File: src/rtl/timer_multi_if.sv
// Bundle of per-channel control and status lines for timer_multi.
// master drives load/data/mode/clear; slave (the timer) drives out/pulse/busy.
interface timer_multi_if #(
    parameter int unsigned WIDTH    = 10,
    parameter int unsigned CHANNELS = 4
);
    logic [CHANNELS-1:0]       timer_load;
    logic [CHANNELS*WIDTH-1:0] timer_data;
    logic [CHANNELS-1:0]       timer_mode;
    logic [CHANNELS-1:0]       timer_clear;
    logic [CHANNELS-1:0]       timer_out;
    logic [CHANNELS-1:0]       timer_pulse;
    logic [CHANNELS-1:0]       timer_busy;

    modport master (
        output timer_load, timer_data, timer_mode, timer_clear,
        input  timer_out, timer_pulse, timer_busy
    );

    modport slave (
        input  timer_load, timer_data, timer_mode, timer_clear,
        output timer_out, timer_pulse, timer_busy
    );
endinterface

File: src/rtl/timer_multi.sv
// Multi-channel programmable down-timer: per-channel prescaler, one-shot or
// periodic reload, sticky expiry flag with clear and a single-cycle pulse.
module timer_multi #(
    parameter int unsigned FREQ     = 5,
    parameter int unsigned WIDTH    = 10,
    parameter int unsigned CHANNELS = 4
) (
    input  logic         timer_clock,
    input  logic         timer_rstn,
    timer_multi_if.slave bus
);
    localparam int unsigned   PW     = (FREQ > 1) ? $clog2(FREQ) : 1;
    localparam logic [PW-1:0] PreMax = PW'(FREQ - 1);

    typedef enum logic [1:0] {StIdle, StLoad, StCount, StDone} state_e;

    state_e              r_state  [CHANNELS];
    logic [PW-1:0]       r_pre    [CHANNELS];
    logic [WIDTH-1:0]    r_cnt    [CHANNELS];
    logic [WIDTH-1:0]    r_reload [CHANNELS];
    logic [CHANNELS-1:0] r_mode;
    logic [CHANNELS-1:0] r_out;
    logic [CHANNELS-1:0] r_pulse;
    logic [CHANNELS-1:0] r_busy;

    logic [CHANNELS-1:0] w_active;
    logic [CHANNELS-1:0] w_tick;
    logic [CHANNELS-1:0] w_expire;

    // The release edge (leaving LOAD) is itself the first prescaler edge;
    // a zero count can only be seen there and expires immediately.
    always_comb begin
        for (int i = 0; i < CHANNELS; i++) begin
            w_active[i] = 1'b0;
            w_tick[i]   = 1'b0;
            w_expire[i] = 1'b0;
            if (!bus.timer_load[i] && (r_state[i] == StLoad || r_state[i] == StCount)) begin
                w_active[i] = 1'b1;
                if (r_cnt[i] == '0) begin
                    w_expire[i] = 1'b1;
                end else if (r_pre[i] == PreMax) begin
                    w_tick[i]   = 1'b1;
                    w_expire[i] = (r_cnt[i] == WIDTH'(1));
                end
            end
        end
    end

    always_ff @(posedge timer_clock or negedge timer_rstn) begin
        if (!timer_rstn) begin
            for (int i = 0; i < CHANNELS; i++) begin
                r_state[i]  <= StIdle;
                r_pre[i]    <= '0;
                r_cnt[i]    <= '0;
                r_reload[i] <= '0;
            end
            r_mode  <= '0;
            r_out   <= '0;
            r_pulse <= '0;
            r_busy  <= '0;
        end else begin
            for (int i = 0; i < CHANNELS; i++) begin
                r_pulse[i] <= 1'b0;
                if (bus.timer_load[i]) begin
                    r_state[i]  <= StLoad;
                    r_reload[i] <= bus.timer_data[i*WIDTH +: WIDTH];
                    r_cnt[i]    <= bus.timer_data[i*WIDTH +: WIDTH];
                    r_mode[i]   <= bus.timer_mode[i];
                    r_pre[i]    <= '0;
                    r_out[i]    <= 1'b0;
                    r_busy[i]   <= 1'b0;
                end else begin
                    if (bus.timer_clear[i]) begin
                        r_out[i] <= 1'b0;
                    end
                    if (w_active[i]) begin
                        if (w_expire[i]) begin
                            r_out[i]   <= 1'b1;
                            r_pulse[i] <= 1'b1;
                            // Periodic with a zero reload degrades to one-shot.
                            if (r_mode[i] && (r_reload[i] != '0)) begin
                                r_state[i] <= StCount;
                                r_cnt[i]   <= r_reload[i];
                                r_pre[i]   <= '0;
                                r_busy[i]  <= 1'b1;
                            end else begin
                                r_state[i] <= StDone;
                                r_busy[i]  <= 1'b0;
                            end
                        end else begin
                            r_state[i] <= StCount;
                            r_busy[i]  <= 1'b1;
                            if (w_tick[i]) begin
                                r_pre[i] <= '0;
                                r_cnt[i] <= r_cnt[i] - WIDTH'(1);
                            end else begin
                                r_pre[i] <= r_pre[i] + PW'(1);
                            end
                        end
                    end
                end
            end
        end
    end

    assign bus.timer_out   = r_out;
    assign bus.timer_pulse = r_pulse;
    assign bus.timer_busy  = r_busy;
endmodule
File: src/flat_wrapper.sv
// flat-port wrapper written by rule: the top's interface ports become plain ports
module timer_multi_flat 
#(
    parameter int unsigned FREQ     = 5,
    parameter int unsigned WIDTH    = 10,
    parameter int unsigned CHANNELS = 4
)
  (timer_clock, timer_rstn, bus_timer_load, bus_timer_data, bus_timer_mode, bus_timer_clear, bus_timer_out, bus_timer_pulse, bus_timer_busy);
  timer_multi_if #(.WIDTH(WIDTH), .CHANNELS(CHANNELS)) bus_i ();
  input  logic timer_clock;
  input  logic timer_rstn;
  input wire logic [$bits(bus_i.timer_load)-1:0] bus_timer_load;
  input wire logic [$bits(bus_i.timer_data)-1:0] bus_timer_data;
  input wire logic [$bits(bus_i.timer_mode)-1:0] bus_timer_mode;
  input wire logic [$bits(bus_i.timer_clear)-1:0] bus_timer_clear;
  output wire logic [$bits(bus_i.timer_out)-1:0] bus_timer_out;
  output wire logic [$bits(bus_i.timer_pulse)-1:0] bus_timer_pulse;
  output wire logic [$bits(bus_i.timer_busy)-1:0] bus_timer_busy;
  assign bus_i.timer_load = bus_timer_load;
  assign bus_i.timer_data = bus_timer_data;
  assign bus_i.timer_mode = bus_timer_mode;
  assign bus_i.timer_clear = bus_timer_clear;
  assign bus_timer_out = bus_i.timer_out;
  assign bus_timer_pulse = bus_i.timer_pulse;
  assign bus_timer_busy = bus_i.timer_busy;
  timer_multi #(.FREQ(FREQ), .WIDTH(WIDTH), .CHANNELS(CHANNELS)) u_core (.timer_clock(timer_clock), .timer_rstn(timer_rstn), .bus(bus_i));
endmodule
File: config.mk
export PLATFORM = sky130hd
export DESIGN_NAME = timer_multi_flat
export DESIGN_NICKNAME = d
export VERILOG_FILES = /design/src/rtl/timer_multi_if.sv /design/src/rtl/timer_multi.sv /design/src/flat_wrapper.sv
export SDC_FILE = /design/constraint.sdc
export NUM_CORES = 1
export LEC_CHECK = 0
export CORE_UTILIZATION = 30
export CTS_CLUSTER_SIZE = 12
export DETAILED_ROUTE_END_ITERATION = 8
export HOLD_SLACK_MARGIN = 0.05
export PLACE_DENSITY = 0.44
export SLEW_MARGIN = 20
export SYNTH_ARGS = -nofsm -noshare
export SYNTH_HDL_FRONTEND = slang
export SYNTH_SLANG_ARGS = --single-unit
export TNS_END_PERCENT = 10
File: constraint.sdc
create_clock -name timer_clock -period 2.87 [get_ports timer_clock]
set_input_delay 0.574 -clock timer_clock [delete_from_list [all_inputs] [get_ports timer_clock]]
set_output_delay 0.574 -clock timer_clock [all_outputs]
set_load 0.005 [all_outputs]
==> impl_metrics.json, run 1 <==
{
  "synth.distinct_cells": 74,
  "drtIter0Drc": 513,
  "p_sw_mw": 1.54,
  "powerDensity_nw_per_um2": 653,
  "grt_usage_pct": 16.2,
  "nets": 833,
  "grt_max_degree": 117,
  "clock_latency_ns": 0.42,
  "synth_top_area_cell": "dfrtp_1",
  "timing.final.crit_period_ns": 2.56,
  "place_inst": 1015,
  "p_clk_share_pct": 42.7,
  "p_leak_nw": 3.45,
  "path_delay_family": "simple AND/OR/NAND/NOR gates",
  "wl_per_cell_um": 16.4,
  "crit_slowest_cell": "or4_1",
  "p_seq_share_pct": 38.7,
  "n_antenna_cell": 0,
  "critPathMaxFanout": 7,
  "ys_top_cells_by_area": "dfrtp_1 (44%), mux2_2 (4.8%), ha_1 (3.8%)",
  "avgSynthCellArea_um2": 9.69,
  "power.share.combinational_pct": 18.6,
  "clkTransAtPathRegs_ns": 0.06,
  "worstRegToRegCells": 5,
  "peakVddDrop_mv": 0.390,
  "fin_tns_setup_ns": 0,
  "netlist.area_leader.share_pct": 44.1,
  "synthesis.instances": 680,
  "syn_to_final_growth_pct": 26.0,
  "post-route-period-util_pct": 89.1,
  "synth.cell_area_um2": 6590,
  "cts_resized": 0,
  "die-width_um": 150,
  "slew_viol_final": 0,
  "cp.arrival_ns": 2.86,
  "syn_nets": 754,
  "numCtsBuffers": 17,
  "grt_pass1_vias": 5559,
  "p_sw_share_pct": 28.4,
  "cp_data_required_time_ns": 3.17,
  "relSlewSlack_pct": 50.0,
  "num_rows": 53,
  "whs_ns": 0.260,
  "status": "complete, no violations",
  "path_buf_inv": 0,
  "htree_levels": 4,
  "grt_pass1_wl_um": 28700,
  "p_int_mw": 3.88,
  "r2r_slack_ns": 0.31,
  "filler_cell_count": 2090,
  "cts_max_path_buffers": 2,
  "clkSinkCount": 116,
  "ctsHoldBuffers": 0,
  "synth_edf_count": 0,
  "setup_viol": 0,
  "hold_violations": 0,
  "initial_utilization_pct": 30.9,
  "ys.flop_type": "dfrtp_1",
  "hold_path.class": "in2async",
  "synth-seq-cells": 116,
  "via_per_inst": 5.33,
  "tightest_slew_ns": 0.745,
  "fp.dieH_um": 150,
  "core_area_um2": 21300,
  "timing_worst_setup_path_type": "reg2reg",
  "instances_no_fill": 1046,
  "num_vias": 5578,
  "totalWireLength_um": 17200,
  "dieArea_um2": 22600,
  "skew_ns": 0.00970,
  "drc": 0,
  "async_reset_ff_share_pct": 100,
  "firstDrtPassIters": 5,
  "port_buffers": 65,
  "r2r-start": "u_core.r_cnt[6]",
  "synth.yosys.seq_area_share_pct": 44.1,
  "r2r-end": "u_core.r_cnt[2]",
  "grt_antenna_before_repair": 0,
  "cts_root_buf": "clkbuf_16",
  "fmax_ghz": 0.391,
  "cts_tree": "yes",
  "yosys_warnings": 0,
  "startpoint_type": "flip-flop",
  "end_kind": "flip-flop",
  "rsz0062_at_grt": "false",
  "utilization_pct": 39.0,
  "post_cts_buffers": 0,
  "place.gp.congestion": 0.846,
  "path_cells": "or4_4, or4_1, nor3_4, nor2_2, mux2_4",
  "cp_slowest_stage_delay_ns": 0.69,
  "grt_overflow": 0,
  "maxCapViolCount": 0,
  "top_level_ports": 66,
  "dp_hpwl_um": 12000,
  "ant_nets": 0,
  "drive_gt1_share_pct": 14.0
}
state kept, by name (all words and copies together), names as in the netlist:
signal	cells
u_core.r_cnt	40
u_core.bus.timer_pulse	4
u_core.r_mode	4
u_core.bus.timer_busy	4
u_core.r_state	8
u_core.r_reload	40
u_core.r_pre	12
u_core.bus.timer_out	4
power groups by stage:
stage / Combinational [mW] / Clock, mW / Sequential, mW
floorplan: 0.706 / 0 / 2.04
global placement: 1.01 / 0 / 2.12
detailed placement: 1.01 / 0 / 2.12
CTS: 1.02 / 2.38 / 2.10
global route: 1.14 / 2.45 / 2.14
finish: 1.01 / 2.32 / 2.10
cells in the final DEF (no fill, tap or decap), types with 6 or more instances in the layout:
master           instances
dfrtp_1                116
o32ai_1                  6
nand2b_1                18
o221ai_1                 6
nor4_1                  18
mux2i_1                 12
clkdlybuf4s50_1         64
xor2_1                  10
a21oi_1                 23
buf_4                   31
nand2_1                 53
a32o_1                   8
ha_1                    20
nor2_1                  39
clkbuf_16               17
inv_1                   46
a211oi_1                15
nand3_1                 26
or4_1                    6
a31oi_1                 20
o21ai_0                 30
o31ai_1                  8
nor2b_1                  7
o311ai_0                 6
nor3_1                  20
mux2_2                  28
worst max path at each step:
stage	startpoint	to	slack, ns	cells after the start
after CTS	u_core.r_cnt[6]	u_core.r_cnt[2]	0.31	5
final	u_core.r_cnt[6]	u_core.r_cnt[2]	0.31	5
after global placement	u_core.r_cnt[6]	u_core.r_cnt[2]	0.38	5
after global routing	u_core.r_cnt[20]	u_core.r_cnt[25]	0.23	7
after floorplan	u_core.r_cnt[5]	u_core.r_cnt[2]	0.45	8
after detailed placement	u_core.r_cnt[6]	u_core.r_cnt[2]	0.32	5
synth_stat cells (all sizes together), types with 20 or more instances:
cell type    n
mux2        32
dfrtp      116
nand2       53
a31oi       20
ha          20
nor3        22
nand3       26
a21oi       24
inv         47
nor4        23
nor2        40
clkbuf      30
o21ai       32
metrics by stage:
step | total power [mW] | setup slack (ns) | instance area [um^2]
floorplan | 2.75 | 0.454 | 6590
global placement | 3.12 | 0.385 | 7670
detailed placement | 3.14 | 0.319 | 7670
CTS | 5.50 | 0.312 | 8300
global route | 5.72 | 0.230 | 8300
finish | 5.42 | 0.314 | 8300
final cells by class:
cell class,instances,area (um^2),area share (%)
clock buffer,21,450,5.42
clock inverter,10,180,2.17
inverter,48,180,2.17
sequential,116,2900,35.0
tap,275,344,4.14
timing repair buffer,96,893,10.8
multi-input combinational,480,3350,40.4
routing by layer:
metal  GRT usage (%)  part of all wire, %
met1            22.4                   49
met2            24.9                   45
met3            3.64                  4.6
met4            5.30                  1.3
met5               0                    0
cell families after synthesis:
group           count (synthesis)  share of synthesized area (%)
simple gates                  226                           18.5
compound gates                175                           19.3
flops                         116                           44.1
buf+inv                        84                           5.05
mux                            44                           7.35
fa+ha+maj                      20                           3.80
xor+xnor                       15                           1.99
Power figures use the tool's default switching activity.
==> run 2: changes to the inputs <==
==> constraint.sdc (replaced) <==
create_clock -name timer_clock -period 2.95 [get_ports timer_clock]
set_input_delay 0.59 -clock timer_clock [delete_from_list [all_inputs] [get_ports timer_clock]]
set_output_delay 0.59 -clock timer_clock [all_outputs]
set_load 0.02 [all_outputs]
==> impl_metrics.json, run 2 (same netlist as run 1, synthesis figures left out) <==
{
  "status": "complete, no violations",
  "hold_path.class": "in2async",
  "num_rows": 53,
  "timing.final.crit_period_ns": 2.56,
  "clock_latency_ns": 0.42,
  "p_leak_nw": 3.47,
  "place_inst": 1017,
  "ctsHoldBuffers": 0,
  "path_buf_inv": 0,
  "filler_cell_count": 2094,
  "syn_to_final_growth_pct": 26.7,
  "largestRegisters": "u_core.r_cnt (40), u_core.r_reload (40), u_core.r_pre (12)",
  "powerDensity_nw_per_um2": 644,
  "p_seq_share_pct": 38.0,
  "dp_hpwl_um": 12400,
  "initial_utilization_pct": 30.9,
  "power.share.combinational_pct": 18.7,
  "startpoint_type": "flip-flop",
  "tightest_slew_ns": 0.758,
  "top_level_ports": 66,
  "cp_data_required_time_ns": 3.26,
  "firstDrtPassIters": 5,
  "peakVddDrop_mv": 0.376,
  "fmax_ghz": 0.391,
  "setup_ws_ns": 0.389,
  "die-width_um": 150,
  "drc": 0,
  "num_vias": 5582,
  "pre_cts_ws_ns": 0.400,
  "clkTransAtPathRegs_ns": 0.06,
  "fin_tns_setup_ns": 0,
  "htree_levels": 4,
  "port_buffers": 65,
  "maxCapViolCount": 0,
  "grt_antenna_before_repair": 0,
  "grt_overflow": 0,
  "p_sw_mw": 1.55,
  "ant_nets": 0,
  "core_area_um2": 21300,
  "grt_pass1_vias": 5656,
  "path_delay_family": "simple AND/OR/NAND/NOR gates",
  "hold_violations": 0,
  "cts_resized": 0,
  "cts_root_buf": "clkbuf_16",
  "p_sw_share_pct": 28.9,
  "relSlewSlack_pct": 49.1,
  "clkSinkCount": 116,
  "path_cells": "or4_4, or4_1, nor3_4, nor2_2, mux2_4",
  "grt_usage_pct": 16.6,
  "instances_no_fill": 1049,
  "fp.dieH_um": 150,
  "place.gp.congestion": 0.849,
  "crit_slowest_cell": "or4_1",
  "numCtsBuffers": 17,
  "layout_commonest_cell": "dfrtp_1",
  "critPathMaxFanout": 7,
  "cts_max_path_buffers": 2,
  "drive_gt1_share_pct": 14.5,
  "rsz0062_at_grt": "false",
  "power_mw": 5.37,
  "nets": 835,
  "via_per_inst": 5.32,
  "setup_viol": 0,
  "skew_ns": 0.0130,
  "utilization_pct": 39.2,
  "post-route-period-util_pct": 86.8,
  "grt_max_degree": 52,
  "cp_slowest_stage_delay_ns": 0.69,
  "dieArea_um2": 22600,
  "totalWireLength_um": 17500,
  "cts_tree": "yes",
  "drtIter0Drc": 495,
  "timing_worst_setup_path_type": "reg2reg",
  "grt_pass1_wl_um": 29400,
  "cp.arrival_ns": 2.87,
  "p_clk_share_pct": 43.3,
  "post_cts_buffers": 0,
  "n_antenna_cell": 0,
  "slew_viol_final": 0,
  "end_kind": "flip-flop",
  "final_cell_mix": "dfrtp_1 (116), clkdlybuf4s50_1 (64), nand2_1 (53)",
  "wl_per_cell_um": 16.7,
  "p_int_mw": 3.82
}
## run 2: metrics by stage
stage	area [um^2]	hold slack (ns)
after floorplan	6590	0.294
after global routing	8350	0.262
after CTS	8350	0.245
final	8350	0.211
after detailed placement	7690	0.492
after global placement	7690	0.486
## run 2: worst paths after layout
check / start / endpoint / slack [ns] / cells past startpoint
setup / recovery: u_core.r_cnt[6] / u_core.r_cnt[2] / 0.39 / 5
hold / removal: timer_rstn / u_core.r_state[1] / 0.21 / 1
setup reg to reg: u_core.r_cnt[6] / u_core.r_cnt[2] / 0.39 / 5
hold reg to reg: u_core.bus.timer_busy[2] / u_core.bus.timer_busy[2] / 0.50 / 1
max in group asynchronous: timer_rstn / u_core.r_cnt[28] / 1.99 / 2
min in group timer_clock: u_core.bus.timer_busy[2] / u_core.bus.timer_busy[2] / 0.50 / 1
## run 2: power by group through the flow
stage | clock network (mW) | registers, mW | logic, mW
global placement | 0 | 2.06 | 0.995
CTS | 2.38 | 2.04 | 1.01
finish | 2.33 | 2.04 | 1.00
detailed placement | 0 | 2.07 | 1.00
floorplan | 0 | 1.99 | 0.687
global route | 2.45 | 2.08 | 1.13
## run 2: layer usage
metal | part of all wire (%) | GRT usage, % | vias to the layer above | routed length, um
met5 | 0 | 0 | - | 0
met4 | 1.6 | 6.62 | 0 | 287
met3 | 3.9 | 2.91 | 27 | 676
met2 | 46 | 25.6 | 170 | 7970
met1 | 49 | 23.0 | 2700 | 8560
li1 | - | - | 2685 | -
## run 2: final cells by class
class | instances | area [um^2] | share of cell area [%]
clock buffers | 21 | 460 | 5.52
flip-flops and latches | 116 | 2900 | 34.8
repair buffers | 98 | 908 | 10.9
clock inverters | 11 | 199 | 2.38
multi-input cells | 480 | 3350 | 40.2
inverters | 48 | 180 | 2.16
well taps | 275 | 344 | 4.12
==> run 3: changes to the inputs <==
--- a/config.mk
+++ b/config.mk
@@ -5,12 +5,13 @@
 export SDC_FILE = /design/constraint.sdc
 export NUM_CORES = 1
 export LEC_CHECK = 0
+export CORE_MARGIN = 3
 export CORE_UTILIZATION = 30
 export CTS_CLUSTER_SIZE = 12
 export DETAILED_ROUTE_END_ITERATION = 8
 export HOLD_SLACK_MARGIN = 0.05
 export PLACE_DENSITY = 0.44
-export SLEW_MARGIN = 20
+export SLEW_MARGIN = 0
 export SYNTH_ARGS = -nofsm -noshare
 export SYNTH_HDL_FRONTEND = slang
 export SYNTH_SLANG_ARGS = --single-unit
==> impl_metrics.json, run 3 (same netlist as run 1, synthesis figures left out) <==
{
  "grt_busiest_layer": "met2",
  "drtIter0Drc": 593,
  "die-width_um": 154,
  "top_level_ports": 66,
  "grt_pass1_wl_um": 29700,
  "post-route-period-util_pct": 88.7,
  "relSlewSlack_pct": 46.2,
  "cts_tree": "yes",
  "dieArea_um2": 23800,
  "hold_path.class": "in2async",
  "met2_usage_pct": 23.4,
  "dpl_cell_area_um2": 7670,
  "grt_pass1_vias": 5652,
  "timing.final.crit_period_ns": 2.62,
  "hold_violations": 0,
  "peakVddDrop_mv": 0.354,
  "largestRegisters": "u_core.r_cnt (40), u_core.r_reload (40), u_core.r_pre (12)",
  "gr-usage-met3_pct": 2.85,
  "initial_utilization_pct": 30.9,
  "maxCapViolCount": 0,
  "drc": 0,
  "setup_viol": 0,
  "core_area_um2": 21300,
  "post_cts_buffers": 0,
  "clkTransAtPathRegs_ns": 0.06,
  "grt_overflow": 0,
  "fmax_ghz": 0.382,
  "dp_hpwl_um": 12700,
  "skew_ns": 0.0129,
  "n_antenna_cell": 0,
  "cp.arrival_ns": 2.90,
  "ant_nets": 0,
  "port_buffers": 65,
  "rsz0062_at_grt": "false",
  "cts_max_path_buffers": 2,
  "filler_cell_count": 2135,
  "end_kind": "flip-flop",
  "fp.dieH_um": 154,
  "utilization_pct": 38.9,
  "p_leak_nw": 3.44,
  "totalWireLength_um": 17800,
  "layout_commonest_cell": "dfrtp_1",
  "ctsHoldBuffers": 0,
  "htree_levels": 4,
  "timing_worst_setup_path_type": "reg2reg",
  "nets": 833,
  "r2r_slack_ns": 0.33,
  "cts_resized": 0,
  "clock_latency_ns": 0.42,
  "cts_root_buf": "clkbuf_16",
  "tightest_slew_ns": 0.802,
  "num_rows": 53,
  "cp_data_required_time_ns": 3.24,
  "wl_per_cell_um": 17.0,
  "fin_tns_setup_ns": 0,
  "grt_max_degree": 46,
  "clkSinkCount": 116,
  "firstDrtPassIters": 6,
  "power_mw": 5.16,
  "worstRegToRegCells": 5,
  "num_vias": 5643,
  "fin_area_um2": 8270,
  "place.gp.congestion": 0.861,
  "r2r-end": "u_core.r_cnt[32]",
  "numCtsBuffers": 17,
  "startpoint_type": "flip-flop",
  "status": "complete, no violations",
  "use_met1_pct": 21.4,
  "instances_no_fill": 1046,
  "grt_antenna_before_repair": 0,
  "syn_to_final_growth_pct": 25.6,
  "drive_gt1_share_pct": 14.3,
  "r2r-start": "u_core.r_cnt[36]",
  "critPathMaxFanout": 12,
  "slew_viol_final": 0,
  "final_cell_mix": "dfrtp_1 (116), clkdlybuf4s50_1 (64), nand2_1 (53)",
  "via_per_inst": 5.39,
  "grt_usage_pct": 15.2,
  "place_inst": 1015,
  "powerDensity_nw_per_um2": 624
}
[run 3: cell types whose count changed in the layout (fill, tap and decap cells not counted)]
cell | previous run | this run
bufinv_16 | 5 | 3
inv_6 | 1 | 0
clkbuf_8 | 2 | 3
clkbuf_1 | 2 | 1
clkinv_4 | 2 | 0
clkinvlp_4 | 3 | 2
clkinv_2 | 0 | 5
buf_4 | 33 | 31
[run 3: final cells by class]
| type | count | area (um^2) | share of cell area [%] |
|---|---|---|---|
| Clock inverter | 10 | 130 | 1.57 |
| Timing Repair Buffer | 96 | 893 | 10.8 |
| Clock buffer | 21 | 470 | 5.69 |
| Inverter | 48 | 180 | 2.18 |
| Tap cell | 275 | 344 | 4.16 |
| Multi-Input combinational cell | 480 | 3350 | 40.5 |
| Sequential cell | 116 | 2900 | 35.1 |
[run 3: layer usage]
metal	up-vias	share of wire [%]
met5	-	0
met4	0	1.8
met3	28	3.7
met2	145	46
met1	2775	49
li1	2695	-
[run 3: critical path, stage by stage, from the launching register on]
cell	delay, ns
dfrtp_1	0.40
nor4_2	0.61
and4_1	0.56
a21oi_1	0.15
or2_1	0.41
mux2_1	0.37
[run 3: through the flow]
stage	setup WS [ns]	hold slack, ns
final	0.334	0.139
after global placement	0.428	0.481
after CTS	0.361	0.145
after floorplan	0.534	0.294
after global routing	0.208	0.163
after detailed placement	0.372	0.488
[run 3: worst max path at each step]
stage                       end  slack (ns)         startpoint
2_1_floorplan   u_core.r_cnt[2]        0.53    u_core.r_cnt[5]
3_3_place_gp    u_core.r_pre[5]        0.43  bus_timer_load[2]
3_5_place_dp    u_core.r_pre[5]        0.37  bus_timer_load[2]
4_1_cts        u_core.r_cnt[32]        0.36   u_core.r_cnt[36]
5_1_grt        u_core.r_cnt[32]        0.21   u_core.r_cnt[36]
6_report       u_core.r_cnt[32]        0.33   u_core.r_cnt[36]
[run 3: where the power goes]
group | switching (mW) | internal (mW)
logic | 0.536 | 0.463
registers | 0.239 | 1.81
clock network | 0.736 | 1.38
total | 1.51 | 3.65
